===== src/rtl/alu_pkg.sv =====
// Shared opcode, width and issue-FSM definitions for the ALU issue path.
package alu_pkg;

  localparam int ALU_OPW = 3;

  localparam logic [ALU_OPW-1:0] U_ADD = 3'b000;
  localparam logic [ALU_OPW-1:0] S_ADD = 3'b001;
  localparam logic [ALU_OPW-1:0] U_SUB = 3'b010;
  localparam logic [ALU_OPW-1:0] S_SUB = 3'b011;
  localparam logic [ALU_OPW-1:0] AND   = 3'b100;
  localparam logic [ALU_OPW-1:0] OR    = 3'b101;
  localparam logic [ALU_OPW-1:0] XOR   = 3'b110;
  localparam logic [ALU_OPW-1:0] DIV2  = 3'b111;

  typedef enum logic [1:0] {
    IDLE = 2'd0,
    RUN  = 2'd1,
    HOLD = 2'd2
  } issue_state_e;

endpackage


===== src/rtl/alu_issue_fifo.sv =====
// Request FIFO for the ALU issue queue: storage, wrapping pointers, occupancy.
module alu_issue_fifo #(
  parameter int WIDTH = 11,
  parameter int DEPTH = 4
) (
  input  logic                     i_clk,
  input  logic                     i_rst_n,
  input  logic                     i_flush,
  input  logic                     i_push,
  input  logic                     i_pop,
  input  logic [WIDTH-1:0]         i_wdata,
  output logic [WIDTH-1:0]         o_rdata,
  output logic [$clog2(DEPTH):0]   o_count,
  output logic                     o_full,
  output logic                     o_empty
);

  localparam int AW = $clog2(DEPTH);
  localparam int CW = AW + 1;

  logic [WIDTH-1:0] r_mem [DEPTH];
  logic [AW-1:0]    r_wr_ptr;
  logic [AW-1:0]    r_rd_ptr;
  logic [CW-1:0]    r_count;
  logic             w_full;
  logic             w_empty;

  assign w_full  = (r_count == CW'(DEPTH));
  assign w_empty = (r_count == '0);

  // Power-of-two depth lets the pointers wrap naturally.
  always_ff @(posedge i_clk or negedge i_rst_n) begin
    if (!i_rst_n) begin
      r_wr_ptr <= '0;
      r_rd_ptr <= '0;
      r_count  <= '0;
    end else if (i_flush) begin
      r_wr_ptr <= '0;
      r_rd_ptr <= '0;
      r_count  <= '0;
    end else begin
      if (i_push) r_wr_ptr <= r_wr_ptr + 1'b1;
      if (i_pop)  r_rd_ptr <= r_rd_ptr + 1'b1;
      r_count <= r_count + CW'(i_push) - CW'(i_pop);
    end
  end

  always_ff @(posedge i_clk) begin
    if (i_push && !i_flush) r_mem[r_wr_ptr] <= i_wdata;
  end

  always_ff @(posedge i_clk) begin
    if (i_rst_n && !i_flush) begin
      assert (!(i_push && w_full && !i_pop));
      assert (!(i_pop && w_empty));
    end
  end

  assign o_rdata = r_mem[r_rd_ptr];
  assign o_count = r_count;
  assign o_full  = w_full;
  assign o_empty = w_empty;

endmodule


===== src/rtl/alu_issue_queue.sv =====
// Buffers ALU requests and issues one per cycle onto registered ALU inputs.
// Optional synchronous flush port when ALU_ISSUE_FLUSH_EN is defined.
module alu_issue_queue
  import alu_pkg::*;
#(
  parameter int NBITS = 4,
  parameter int DEPTH = 4
) (
`ifdef ALU_ISSUE_FLUSH_EN
  input  logic                   flush,
`endif
  input  logic                   clk,
  input  logic                   reset,
  input  logic                   in_valid,
  output logic                   in_ready,
  input  logic [NBITS-1:0]       in_a,
  input  logic [NBITS-1:0]       in_b,
  input  logic [ALU_OPW-1:0]     in_opcode,
  input  logic                   issue_en,
  output logic [NBITS-1:0]       alu_a,
  output logic [NBITS-1:0]       alu_b,
  output logic [ALU_OPW-1:0]     alu_opcode,
  output logic                   alu_valid,
  output logic                   res_valid,
  output logic [$clog2(DEPTH):0] count
);

  localparam int W  = 2*NBITS + ALU_OPW;
  localparam int CW = $clog2(DEPTH) + 1;

  logic             w_flush;
  logic             w_push;
  logic             w_pop;
  logic             w_full;
  logic             w_empty;
  logic [W-1:0]     w_head;
  logic [CW-1:0]    w_count;
  logic [CW-1:0]    w_cnt_nxt;

  logic [NBITS-1:0]   r_a;
  logic [NBITS-1:0]   r_b;
  logic [ALU_OPW-1:0] r_op;
  logic               r_valid;
  logic               r_res_valid;
  issue_state_e       r_state;
  issue_state_e       w_state_nxt;

`ifdef ALU_ISSUE_FLUSH_EN
  assign w_flush = flush;
`else
  assign w_flush = 1'b0;
`endif

  assign w_pop     = !w_empty && issue_en && !w_flush;
  assign in_ready  = (!w_full || w_pop) && !w_flush;
  assign w_push    = in_valid && in_ready;
  assign w_cnt_nxt = w_flush ? '0 : w_count + CW'(w_push) - CW'(w_pop);

  alu_issue_fifo #(
    .WIDTH (W),
    .DEPTH (DEPTH)
  ) u_fifo (
    .i_clk   (clk),
    .i_rst_n (reset),
    .i_flush (w_flush),
    .i_push  (w_push),
    .i_pop   (w_pop),
    .i_wdata ({in_opcode, in_a, in_b}),
    .o_rdata (w_head),
    .o_count (w_count),
    .o_full  (w_full),
    .o_empty (w_empty)
  );

  always_ff @(posedge clk or negedge reset) begin
    if (!reset) r_state <= IDLE;
    else        r_state <= w_state_nxt;
  end

  always_comb begin
    w_state_nxt = r_state;
    unique case (r_state)
      IDLE: if (w_cnt_nxt != '0) w_state_nxt = RUN;
      RUN: begin
        if (!issue_en && !w_empty)  w_state_nxt = HOLD;
        else if (w_cnt_nxt == '0)   w_state_nxt = IDLE;
      end
      HOLD: if (issue_en) w_state_nxt = (w_cnt_nxt == '0) ? IDLE : RUN;
      default: w_state_nxt = IDLE;
    endcase
    if (w_flush) w_state_nxt = IDLE;
  end

  // Operands hold across non-issue cycles; only alu_valid marks new work.
  always_ff @(posedge clk or negedge reset) begin
    if (!reset) begin
      r_a         <= '0;
      r_b         <= '0;
      r_op        <= '0;
      r_valid     <= 1'b0;
      r_res_valid <= 1'b0;
    end else begin
      if (w_pop) {r_op, r_a, r_b} <= w_head;
      r_valid     <= w_pop;
      r_res_valid <= r_valid;
    end
  end

  assign alu_a      = r_a;
  assign alu_b      = r_b;
  assign alu_opcode = r_op;
  assign alu_valid  = r_valid;
  assign res_valid  = r_res_valid;
  assign count      = w_count;

endmodule


===== config.mk =====
export PLATFORM = sky130hd
export DESIGN_NAME = alu_issue_queue
export DESIGN_NICKNAME = d
export VERILOG_FILES = /design/src/rtl/alu_pkg.sv /design/src/rtl/alu_issue_fifo.sv /design/src/rtl/alu_issue_queue.sv
export SDC_FILE = /design/constraint.sdc
export NUM_CORES = 1
export LEC_CHECK = 0
export ABC_AREA = 1
export ABC_CLOCK_PERIOD_IN_PS = 3100
export CORE_MARGIN = 4
export CORE_UTILIZATION = 40
export DETAILED_ROUTE_END_ITERATION = 8
export GPL_TIMING_DRIVEN = 0
export RECOVER_POWER = 100
export SETUP_SLACK_MARGIN = 0.02
export SYNTH_ARGS = -nofsm -noshare
export SYNTH_HDL_FRONTEND = slang
export SYNTH_HIERARCHICAL = 1
export SYNTH_SLANG_ARGS = --single-unit

===== constraint.sdc =====
create_clock -name clk -period 3.1 [get_ports clk]
set_input_delay 0.775 -clock clk [delete_from_list [all_inputs] [get_ports clk]]
set_output_delay 0.775 -clock clk [all_outputs]
set_load 0.05 [all_outputs]

==> flow_summary.toml <==
[cts]
cts_made_buffers = 9
cts-root-buf = "clkbuf_8"
cts.sinks = 64
clk_path_buf_depth = 2
clock_latency_ps = 330
post-cts-setup-buffer-count = 0
holdBufCountCts = 0
cts_tree = "built"
clk_pin_slew_ps = 70
cts-htree-levels = 3

[critical_path]
cp_max_fo = 11
startpoint_type = "primary input"
crit_type = "primary input to flop"
cp.arrival_ps = 2980
cp-end-kind = "flop"
worst_ep_required_time_ps = 3050

[detailed_routing]
routedWlPerCell_um = 15.23
viasPerCell = 4.775
drt_first_pass_iters = 4
drt_iter0_markers = 66
ant_nets = 0
post-route-drc-count = 0
vias = 1743
routed_wl_mm = 5.558

[pwr]
power_density_nw_per_um2 = 897.4
p_clk_share_pct = 24.4
peakVddDrop_mv = 0.4760
p_sw_w = 0.001137
p_leak_nw = 1.431
p_comb_share_pct = 37.3
seqPwrFrac_pct = 38.3
report.power.total_w = 0.002965
p_sw_share_pct = 38.34
internal_power_w = 0.001828

[grt]
grt_max_degree = 21
grtUsageTotal_pct = 14.84
antenna_found_initial = 0
grt_pass1_wl_mm = 9.156
overflow = 0
grt_pass1_vias = 1766

[cells_and_area]
layout_common_cells = "nand2_1 (73), edfxtp_1 (44), inv_1 (38)"
postLayoutCellArea_um2 = 3304
drive_gt1_share_pct = 9.028
fin_cells = 365
layout_commonest_cell = "nand2_1"
nets = 305
area_delta_synth_final_pct = 22.21
antenna_cells = 0

[yosys]
synth_area_per_cell_um2 = 11.36
synth_seq_cells = 64
async_reset_ff_share_pct = 31.25
ys_warn_count = 6
synth_edf_count = 44
synth_flop_cell = "edfxtp_1"
ys_types = 21
netlist_instances = 238
seq_area_frac_synth_pct = 67.38
synthesis.area_um2 = 2704

[sta]
fmax_ghz = 0.3296
finalCriticalPeriod_ps = 3034
fin_skew_ps = 6.758
worstMarginPinSlew_ps = 1164
period_share_pct = 97.88
finalHoldViolations = 0
slew-limit-headroom_pct = 22.10
setup_viol_count_final = 0
final_max_slew_viol_count = 0
rsz0062_at_grt = "true"

[die]
rows = 29
ios = 32
die_area_um2 = 8139
initial_core_util_pct = 41.86
die_h_um = 90.22
die_x_um = 90.22
core_area_um2 = 6459

[place]
hpwl_mm = 3.542
place_congestion = 0.7483
portBuffers = 31
numPlacedInstances = 349
postPlaceCellArea_um2 = 3122

[hold_path]
worst_hold_path_type = "flop to flop"

[run_status]
status = "complete, no violations"

[flow_run]
cap_viol_max_count = 0
-- logic make-up after synthesis --
kind of cell	share of synthesized area, %
compound gates	7.219
fa+ha+maj	3.517
buf+inv	8.607
flops	67.38
other cells	0.1387
simple gates	13.14
-- cells in the mapped netlist (3+ instances only) --
library cell | count | share of area, %
nand2_1 | 73 | 10
edfxtp_1 | 44 | 49
inv_1 | 37 | 5.1
o211ai_1 | 22 | 6.1
dfrtp_1 | 20 | 19
nor2_1 | 10 | 1.4
ha_1 | 6 | 2.8
buf_6 | 5 | 2.1
a21oi_1 | 3 | 0.56
inv_2 | 3 | 0.42
nand3_1 | 3 | 0.56
o21ai_0 | 3 | 0.56
-- worst paths after layout --
kind / start / to / slack [ps] / cells after the start
max: issue_en / u_fifo/r_mem[1][9] / 70 / 6
min: alu_valid / res_valid / 380 / 0
max reg2reg: u_fifo/o_count[1] / u_fifo/r_mem[1][9] / 330 / 9
min reg2reg: alu_valid / res_valid / 380 / 0
max in group asynchronous: reset / u_fifo/r_rd_ptr[1] / 1410 / 1
min in group asynchronous: reset / alu_b[3] / 1070 / 1
-- critical path, stage by stage --
cell and delay (ps):
clkdlybuf4s50_1 500, nand2_2 100, buf_6 160, a21oi_1 350, nand2_1 190, nor2_1 900
-- registers in the layout, indices dropped and copies added, names as in the netlist --
name             flops
u_fifo/r_mem        44
alu_a                4
alu_b                4
alu_opcode           3
u_fifo/o_count       3
u_fifo/r_rd_ptr      2
u_fifo/r_wr_ptr      2
alu_valid            1
res_valid            1
-- per-stage QoR --
stage / TNS [ps] / setup WS, ps / utilization (%) / hold slack (ps)
finish: 0 / 65.72 / 51.16 / 381.0
global route: -3000 / -103.1 / 51.16 / 395.2
CTS: 0 / 55.14 / 51.55 / 385.7
detailed placement: -12090 / -332.7 / 48.33 / 370.3
global placement: -12080 / -325.8 / 48.33 / 359.1
floorplan: 0 / 604.5 / - / 479.4
-- power groups by stage --
stage / Clock, W / Sequential (W) / Combinational (W)
2_1_floorplan: 0 / 0.00147 / 0.000447
3_3_place_gp: 0 / 0.00115 / 0.00113
3_5_place_dp: 0 / 0.00115 / 0.00115
4_1_cts: 0.000743 / 0.00114 / 0.00115
5_1_grt: 0.000784 / 0.00115 / 0.00121
6_report: 0.000724 / 0.00113 / 0.00111
-- cell type report --
type,count,area [um2]
Buffer,8,65.06
Sequential cell,64,1822
Fill cell,590,3154
Clock inverter,5,55.05
Multi-Input combinational cell,129,655.6
Inverter,40,150.1
Timing Repair Buffer,31,309.0
Tap cell,77,96.34
Clock buffer,11,151.4
-- per-layer routing --
metal	global-route usage [%]	vias up	share of wire, %
li1	-	861	-
met1	18.56	812	46
met2	24.02	64	46
met3	5.760	6	7.2
met4	4.082	0	0.86
met5	0	-	0
-- timing repair --
action                                  4_1_cts  5_1_grt
hold endpoints to repair                      0        0
endpoints found under the setup margin        4       33
resized for setup                             2        0
No activity file was read; power rests on OpenSTA's default activity.
